### config.mk
export PLATFORM = sky130hd
export DESIGN_NAME = robs_mult_scheduler
export DESIGN_NICKNAME = d
export VERILOG_FILES = /design/src/rtl/robs_mult_scheduler.sv
export SDC_FILE = /design/constraint.sdc
export NUM_CORES = 1
export LEC_CHECK = 0
export ABC_AREA = 1
export ABC_CLOCK_PERIOD_IN_PS = 3400
export BUFFER_PORTS_ARGS = -buffer_cell sky130_fd_sc_hd__buf_2
export CORE_ASPECT_RATIO = 2
export CORE_MARGIN = 3
export CORE_UTILIZATION = 51
export DETAILED_ROUTE_END_ITERATION = 10
export GPL_ROUTABILITY_DRIVEN = 0
export PLACE_DENSITY = 0.95
export SYNTH_ARGS = -nofsm -noshare
export SYNTH_HDL_FRONTEND = slang
export SYNTH_SLANG_ARGS = --single-unit
### constraint.sdc
create_clock -name clk -period 3.4 [get_ports clk]
set_input_delay 0.17 -clock clk [delete_from_list [all_inputs] [get_ports clk]]
set_output_delay 0.17 -clock clk [all_outputs]
set_load 0.01 [all_outputs]
### src/rtl/robs_mult_scheduler.sv
// Time-shares one Robertson multiplier among NREQ requesters: round-robin
// grant, operand latching, reset-pulse start, done capture and watchdog abort.
module robs_mult_scheduler #(
    parameter int WIDTH   = 8,
    parameter int NREQ    = 4,
    parameter int TIMEOUT = 64,
    localparam int IDW    = $clog2(NREQ)
) (
    input  logic                    clk,
    input  logic                    reset,
    input  logic [NREQ-1:0]         req_valid,
    input  logic [NREQ*WIDTH-1:0]   req_multiplier,
    input  logic [NREQ*WIDTH-1:0]   req_multiplicand,
    output logic [NREQ-1:0]         req_ready,
    output logic                    rsp_valid,
    input  logic                    rsp_ready,
    output logic [IDW-1:0]          rsp_id,
    output logic [2*WIDTH-1:0]      rsp_product,
    output logic                    rsp_timeout,
    output logic                    mult_reset,
    output logic [WIDTH-1:0]        mult_multiplier,
    output logic [WIDTH-1:0]        mult_multiplicand,
    input  logic [2*WIDTH-1:0]      mult_product,
    input  logic                    mult_done,
    output logic [1:0]              dbg_state_o
);

    // Handshakes: a transfer happens on a rising edge where valid & ready are
    // both high. req_ready is a combinational one-hot grant that only depends
    // on req_valid and internal state; rsp_valid never depends on rsp_ready
    // and rsp_* hold stable until the transfer.

    localparam int CW = $clog2(TIMEOUT + 1);

    typedef enum logic [1:0] {
        S_IDLE  = 2'd0,
        S_START = 2'd1,
        S_RUN   = 2'd2,
        S_RESP  = 2'd3
    } state_t;

    state_t             state_q, state_d;
    logic [IDW-1:0]     ptr_q, ptr_d;
    logic [IDW-1:0]     id_q, id_d;
    logic [WIDTH-1:0]   mplier_q, mplier_d;
    logic [WIDTH-1:0]   mcand_q, mcand_d;
    logic [CW-1:0]      cnt_q, cnt_d;
    logic               rsp_valid_q, rsp_valid_d;
    logic               rsp_timeout_q, rsp_timeout_d;
    logic [2*WIDTH-1:0] rsp_product_q, rsp_product_d;

    logic               grant_any;
    logic [IDW-1:0]     grant_id;
    logic [IDW-1:0]     cand;
    logic [WIDTH-1:0]   sel_mplier;
    logic [WIDTH-1:0]   sel_mcand;
    logic               run_first;
    logic               run_done;
    logic               run_expire;
    logic               rsp_hs;

    // Scan starts just after the last winner so every holder gets a turn.
    always_comb begin
        grant_any = 1'b0;
        grant_id  = '0;
        cand      = '0;
        for (int k = 1; k <= NREQ; k++) begin
            cand = IDW'((int'(ptr_q) + k) % NREQ);
            if (!grant_any && req_valid[cand]) begin
                grant_any = 1'b1;
                grant_id  = cand;
            end
        end
    end

    always_comb begin
        sel_mplier = '0;
        sel_mcand  = '0;
        for (int i = 0; i < NREQ; i++) begin
            if (grant_id == IDW'(i)) begin
                sel_mplier = req_multiplier[i*WIDTH +: WIDTH];
                sel_mcand  = req_multiplicand[i*WIDTH +: WIDTH];
            end
        end
    end

    // A done left over from the previous operation is ignored in RUN cycle one.
    assign run_first  = (cnt_q == '0);
    assign run_done   = (state_q == S_RUN) && !run_first && mult_done;
    assign run_expire = (state_q == S_RUN) && !run_done && (cnt_q == CW'(TIMEOUT - 1));
    assign rsp_hs     = rsp_valid_q && rsp_ready;

    always_ff @(posedge clk) begin
        if (reset) begin
            state_q <= S_IDLE;
        end else begin
            state_q <= state_d;
        end
    end

    always_comb begin
        state_d = state_q;
        unique case (state_q)
            S_IDLE:  if (grant_any) state_d = S_START;
            S_START: state_d = S_RUN;
            S_RUN:   if (run_done || run_expire) state_d = S_RESP;
            S_RESP:  if (rsp_hs) state_d = S_IDLE;
            default: state_d = S_IDLE;
        endcase
    end

    always_comb begin
        req_ready  = '0;
        if (state_q == S_IDLE && grant_any) begin
            req_ready[grant_id] = 1'b1;
        end
        mult_reset = (state_q != S_RUN);
    end

    always_comb begin
        ptr_d         = ptr_q;
        id_d          = id_q;
        mplier_d      = mplier_q;
        mcand_d       = mcand_q;
        cnt_d         = cnt_q;
        rsp_valid_d   = rsp_valid_q;
        rsp_timeout_d = rsp_timeout_q;
        rsp_product_d = rsp_product_q;
        if (state_q == S_IDLE && grant_any) begin
            ptr_d    = grant_id;
            id_d     = grant_id;
            mplier_d = sel_mplier;
            mcand_d  = sel_mcand;
        end
        if (state_q == S_START) begin
            cnt_d = '0;
        end
        if (state_q == S_RUN) begin
            cnt_d = cnt_q + CW'(1);
        end
        if (run_done) begin
            rsp_valid_d   = 1'b1;
            rsp_timeout_d = 1'b0;
            rsp_product_d = mult_product;
        end else if (run_expire) begin
            rsp_valid_d   = 1'b1;
            rsp_timeout_d = 1'b1;
            rsp_product_d = '0;
        end
        if (state_q == S_RESP && rsp_hs) begin
            rsp_valid_d = 1'b0;
        end
    end

    always_ff @(posedge clk) begin
        if (reset) begin
            ptr_q         <= IDW'(NREQ - 1);
            id_q          <= '0;
            mplier_q      <= '0;
            mcand_q       <= '0;
            cnt_q         <= '0;
            rsp_valid_q   <= 1'b0;
            rsp_timeout_q <= 1'b0;
            rsp_product_q <= '0;
        end else begin
            ptr_q         <= ptr_d;
            id_q          <= id_d;
            mplier_q      <= mplier_d;
            mcand_q       <= mcand_d;
            cnt_q         <= cnt_d;
            rsp_valid_q   <= rsp_valid_d;
            rsp_timeout_q <= rsp_timeout_d;
            rsp_product_q <= rsp_product_d;
        end
    end

    assign rsp_valid         = rsp_valid_q;
    assign rsp_id            = id_q;
    assign rsp_product       = rsp_product_q;
    assign rsp_timeout       = rsp_timeout_q;
    assign mult_multiplier   = mplier_q;
    assign mult_multiplicand = mcand_q;
    assign dbg_state_o       = state_q;

endmodule

Word level (Yosys, flattened, before mapping). Index checks and enable logic that the tools add are counted.

$add $sub $neg: 5. Order comparisons: 6. Equality and inequality tests: 11. Multiplexer cells: 37. Reduce and logical (&&, ||, !) cells: 25.

Operator list (number): $mux W8 (8); $mux W16 (2); $lt A2 B3 Y1 const B (5); $mux W2 (7); $mux W7 (2); $logic_and A1 B1 Y1 (11); $mux W1 (11); $bmux W1 S2 (4); $eq A2 B2 Y1 const B (4); $pmux W2 S4 (1); $add A7 B1 Y7 const B (1); $eq A7 B6 Y1 const B (1); $logic_not A7 Y1 (1); $ne A2 B2 Y1 const B (3); $logic_not A1 Y1 (5); $add A2 B1 Y2 const B (2); $add A2 B2 Y2 const B (2); $eq A2 B1 Y1 const B (2); $logic_not A2 Y1 (2); $mux W4 (1); $reduce_bool A2 Y1 (2); $reduce_or A2 Y1 (2); $reduce_and A3 Y1 (1); $demux W1 S2 (1); 3 further kinds (3).

Register bits after elaboration: 47. Output and inout bits: 43. Word-level logic and storage cells: 93.

Logic depth before layout (Yosys ltp).
Word-level depth: 18. Gate-level depth with buffers: 15. Depth with buffers taken out: 14.

Least setup slack after synthesis. Ideal clock, no wire load.

Kind: reg2reg. Start: reg cnt_q[0]. End: reg state_q[0], in the netlist dbg_state_o[0]. Setup time: 0.120 ns. Arrival time: 1.721 ns. Slack: 1.560 ns. Stages on the path, launching flop included: 10. Buffers on the path: 0. Cells stage by stage: dfxtp_1 > ha_1 > inv_1 > nor4_1 > nand3_1 > nand2_1 > o21ai_0 > inv_1 > nand2_1 > o31a_1.

Cells in the longest elaborated chain, start to end: 10. Elaborated cells on any way between the ends: 11.

RTL lines: start: declaration (RTL line 47) `logic [CW-1:0] cnt_q, cnt_d;`; start signal: assignment (RTL line 170) `cnt_q <= cnt_d;`; $logic_not A7 Y1 (RTL line 88) `assign run_first = (cnt_q == '0);`; $logic_not A1 Y1 (RTL line 89) `assign run_done = (state_q == S_RUN) && !run_first && mult_done;`; $logic_and A1 B1 Y1 (2 in a row) (RTL line 89); $logic_not A1 Y1 (RTL line 90) `assign run_expire = (state_q == S_RUN) && !run_done && (cnt_q == CW'(TIMEOUT - 1));`; $logic_and A1 B1 Y1 (2 in a row) (RTL line 90); $logic_or A1 B1 Y1 (*) (RTL line 106) `S_RUN: if (run_done || run_expire) state_d = S_RESP;`; $ne A2 B1 Y1 (no source line) (*); $reduce_and A3 Y1 (no source line) (*); end signal: assignment (RTL line 97) `state_q <= state_d;`; end: declaration (RTL line 42) `state_t state_q, state_d;`.

Every way passes the cells marked *; elsewhere a longest branch is shown, timed or not. A chain may end at the register's enable or synchronous reset.

Worst setup path after layout.
Start: reg ptr_q[0]. End: out req_ready[3].

Cells in the longest elaborated chain, start to end: 18. Elaborated cells on any way between the ends: 33.

RTL lines: start: declaration (RTL line 43) `logic [IDW-1:0] ptr_q, ptr_d;`; start signal: assignment (RTL line 157) `ptr_q <= IDW'(NREQ - 1);`; start signal: assignment (RTL line 166) `ptr_q <= ptr_d;`; $add A2 B1 Y2 (RTL line 68) `cand = IDW'((int'(ptr_q) + k) % NREQ);`; $bmux W1 S2 (RTL line 69) `if (!grant_any && req_valid[cand]) begin`; $mux W1 (not written as such) (RTL line 69); $mux W1 (RTL line 69); $logic_not A1 Y1 (RTL line 69); $logic_and A1 B1 Y1 (RTL line 69); $mux W1 (RTL line 69); $logic_not A1 Y1 (RTL line 69); (+2 left out); $logic_not A1 Y1 (RTL line 69); $logic_and A1 B1 Y1 (RTL line 69); $mux W2 (RTL line 69); $lt A2 B3 Y1 (not written as such) or $ge A2 B1 Y1 (tied branches) (RTL line 115) `req_ready[grant_id] = 1'b1;`; $logic_and A1 B1 Y1 (not written as such) (RTL line 115); $mux W1 (not written as such) (RTL line 115); $demux W1 S2 (RTL line 115); $mux W4 (*) (RTL line 114) `if (state_q == S_IDLE && grant_any) begin`; end: declaration (RTL line 14) `output logic [NREQ-1:0] req_ready,`.

Every way passes the cells marked *; elsewhere a longest branch is shown, timed or not. The select of a mux whose other input is x is not followed.

==> impl_results.md <==
- Number of cell instances on the worst register-to-register path: 13
- Final routed wirelength across all metal layers: 8.23 mm
- Floorplan row count: 37
- Buffer levels on the longest clock path: 2
- Overall via count from detail_route: 3,274
- Total design power: 3.15 mW
- Area share of fa/ha/maj cells after synthesis: between 2 and 2.5%
- Core box area: 5280 um2
- Hold Path Class: in2reg
- Count of hold-fix buffers inserted at cts: 0
- Worst Setup Path Type: reg2out
- Die extent in x: 58.9 um
- Clk root buf: sky130_fd_sc_hd__clkbuf_8
- Netlist area before placement: between 2000 and 3000 um2
- CP cell instances: inv_2, nand2_1, nand2_1, nand2_2, nand2_2, nor2_4, nand2_1, nor2_1, inv_1, nand2_2, clkinvlp_4, nand2_1, nor2_1, buf_2
- CP Buf/Inv Count: 4
- Synth area leader: sky130_fd_sc_hd__dfxtp_1
- Post-detailed-route count of antenna-violating nets: 0
- Cells after synthesis: a little under 400
- Crit path max-delay cell type: sky130_fd_sc_hd__dfxtp_2
- HPWL after detailed placement: roughly 6.4 mm
- Total clock buffers created by CTS: 5
- Total overflow reported by the global router: 0
- Mux cell area share after synthesis: 0%
- Post-synthesis simple-gate area fraction: 41.8%
- Share of cells above drive strength 1: 35.1%
- MaxCap Viol Count: 0
- Dominant delay contributor by cell family on the critical path: simple AND/OR/NAND/NOR gates
- Most used standard cell by instance count after synthesis: sky130_fd_sc_hd__nand2_1
- Clock sink count: 47
- Most instantiated cells after synthesis: sky130_fd_sc_hd__nand2_1 (92), sky130_fd_sc_hd__nand3_1 (59), sky130_fd_sc_hd__nand4_1 (49)
- Antenna violations before repair: 0
- Count of final hold-check violations: 0
- Net count after synthesis: 487
- Unique masters post-synth: 32
- DRC: 0
- Area delta synth->final: 24.0%
- Maximum number of pins on one net before global-route repair: 38
- Final-report max-slew violation count: 0
- Primary flip-flop cell chosen by synthesis mapping: sky130_fd_sc_hd__dfxtp_1
- Number of global-route vias before repair: 3,175
- Area fraction in compound gates after synthesis: about an eighth
- Number of antenna diodes: 0
- Time the final worst path needs with I/O delays and setup: 2.95 ns
- I/O pin count: 131
- H-tree depth: 2
- Number of enable flip-flop cells after synthesis: 0
- Dominant cell type by count on the critical path: sky130_fd_sc_hd__nand2_1
- DIE HEIGHT: ~110 um
- Count of state elements after synthesis: 47
- Crit-path max cell delay: between 0.4 and 0.5 ns
- Routed wire per std cell: 14.4 um
- TritonCTS clock tree: done
- Min-Delay Path Depth: 3
- Filler cell count in the final layout: 465
- Seq/Total Area, Yosys: 33.0%
- Max Clock Skew: about 0.011 ns
- RSZ-0062 raised after global routing: no
- Max Fanout on Critical Path: 19
- Synthesized area divided by synthesized cell count: 7.24 um2
- Post-CTS setup buffer count: 0
- Clock-pin slew reported for the worst setup and hold paths after clock tree synthesis: 0.09 ns
- Post-synth top area share: 33.0%
- Overall fraction of global-route tracks in use: around 25%
- Status: finished clean
- Post-route fraction of the period consumed by the critical path: 86.9%
- Crit path launch type: register
- Max transition margin: between 60% and 70%
- Vias per Instance: 5.73
- Dominant combinational cell family by area after synthesis: simple AND/OR/NAND/NOR gates
- Worst Path Required: roughly 3.2 ns
- CTS resizes: 0
- Clk_lat worst skew: 0.30 ns
- Total stage count of the critical path: 14
- Data arrival at the endpoint of the critical path: ~2.8 ns
- Wire length of the first global-routing pass: 13.6 mm
- Leakage component of the power: about 1.7 nW
- Hold WS: 0.136 ns
- First-pass DRT Iterations: 4
- Die Area: roughly 6600 um2
- Transition time of the tightest slew-check pin: 0.578 ns
- Setup crit end kind: output port
- Worst supply voltage drop on vdd: 752 uV
- Final-stage net count: 605
- First-iteration detailed-routing DRC count: about 190
- P per Cell Area: between 800 and 900 nW/um2
- Total setup violations reported at the end of the flow: 0
- Starting density of the core: a little over half
- Number of warnings printed during yosys synthesis: 0
- Number of port buffers: 130
- XOR/XNOR Fraction of Synth Area: 0%
- Ys async rst share: 0%
- Synth top area cells: sky130_fd_sc_hd__dfxtp_1 (33%), sky130_fd_sc_hd__nand2_1 (12%), sky130_fd_sc_hd__nand4_1 (11%)
- Achievable frequency: 339 MHz
- Final TNS setup: 0 ns
==> worst reg2reg max path: stages, from the launching register on <==
cell	delay (ns)
sky130_fd_sc_hd__dfxtp_2	0.48
sky130_fd_sc_hd__inv_2	0.15
sky130_fd_sc_hd__nand2_1	0.12
sky130_fd_sc_hd__nand2_1	0.09
sky130_fd_sc_hd__nand2_2	0.09
sky130_fd_sc_hd__nand2_2	0.09
sky130_fd_sc_hd__nor2_4	0.16
sky130_fd_sc_hd__nand2_1	0.07
sky130_fd_sc_hd__nor2_1	0.13
sky130_fd_sc_hd__inv_1	0.06
sky130_fd_sc_hd__nand2_2	0.30
sky130_fd_sc_hd__clkinvlp_2	0.47
sky130_fd_sc_hd__nand2_1	0.22
sky130_fd_sc_hd__a21oi_2	0.06
==> registers in the layout, summed over array words and instances (netlist names) <==
| register | cells |
|---|---|
| mult_multiplier | 8 |
| mult_multiplicand | 8 |
| cnt_q | 7 |
| ptr_q | 2 |
| rsp_id | 2 |
| dbg_state_o | 2 |
| rsp_timeout | 1 |
| rsp_valid | 1 |
| rsp_product | 16 |
==> stage by stage <==
step | utilization, % | instances | area (um2) | setup WS (ns)
CTS | 66.9 | 570 | 3530 | 0.250
detailed placement | 64.7 | 562 | 3410 | 0.613
global placement | 64.7 | 562 | 3410 | 0.752
floorplan | - | 394 | 2850 | 1.56
finish | 67.0 | 571 | 3540 | 0.446
global route | 67.0 | 571 | 3540 | 0.140
==> kinds of logic (layout without fill, tap and decap cells) <==
logic type	Yosys count	after routing
flops	47	47
fa+ha+maj	5	5
compound gates	54	54
buf+inv	54	173
simple gates	234	234
==> power by group <==
| part | internal (mW) | total (mW) | switching, mW |
|---|---|---|---|
| clock | 0.221 | 0.414 | 0.193 |
| sequential | 0.643 | 0.718 | 0.0744 |
| combinational | 0.634 | 2.02 | 1.38 |
| total | 1.50 | 3.15 | 1.65 |
==> path summary, 6_finish.rpt <==
kind / slack [ns] / start / to
min reg2reg: 0.45 / rsp_timeout / rsp_timeout
max reg2reg: 0.79 / ptr_q[0] / mult_multiplier[5]
min: 0.14 / mult_product[6] / rsp_product[6]
max: 0.45 / ptr_q[0] / req_ready[3]
==> area by class of cell <==
type | count | area (um2) | area share, %
multi-input cells | 293 | 1600 | 45.3
flip-flops and latches | 47 | 942 | 26.6
repair buffers | 135 | 688 | 19.4
inverters | 29 | 113 | 3.18
well taps | 58 | 72.6 | 2.05
clock buffers | 5 | 68.8 | 1.94
clock inverters | 3 | 46.3 | 1.31
repair inverters | 1 | 5.00 | 0.141
==> cells in the final DEF, fill, tap and decap left out, types with 2 or more instances in the layout <==
master and n:
sky130_fd_sc_hd__o211ai_1 4, sky130_fd_sc_hd__clkinvlp_4 2, sky130_fd_sc_hd__nor2_1 11, sky130_fd_sc_hd__nand2_2 7
sky130_fd_sc_hd__inv_2 3, sky130_fd_sc_hd__o21ai_0 4, sky130_fd_sc_hd__a21oi_2 16, sky130_fd_sc_hd__buf_4 5
sky130_fd_sc_hd__nor2_4 2, sky130_fd_sc_hd__clkbuf_8 5, sky130_fd_sc_hd__dfxtp_1 46, sky130_fd_sc_hd__inv_1 25
sky130_fd_sc_hd__ha_1 5, sky130_fd_sc_hd__nand4_1 49, sky130_fd_sc_hd__nor3_1 5, sky130_fd_sc_hd__nand2_1 92
sky130_fd_sc_hd__buf_2 130, sky130_fd_sc_hd__a21oi_1 27, sky130_fd_sc_hd__nand3_2 2, sky130_fd_sc_hd__nand3_1 59
==> metal layers <==
layer	GRT usage, %	vias to the layer above	wire [um]
met5	0	-	0
li1	-	1610	-
met4	10.4	0	223
met1	25.4	1483	2910
met3	4.76	24	524
met2	48.2	157	4570
(Power assumes the default switching activity.)
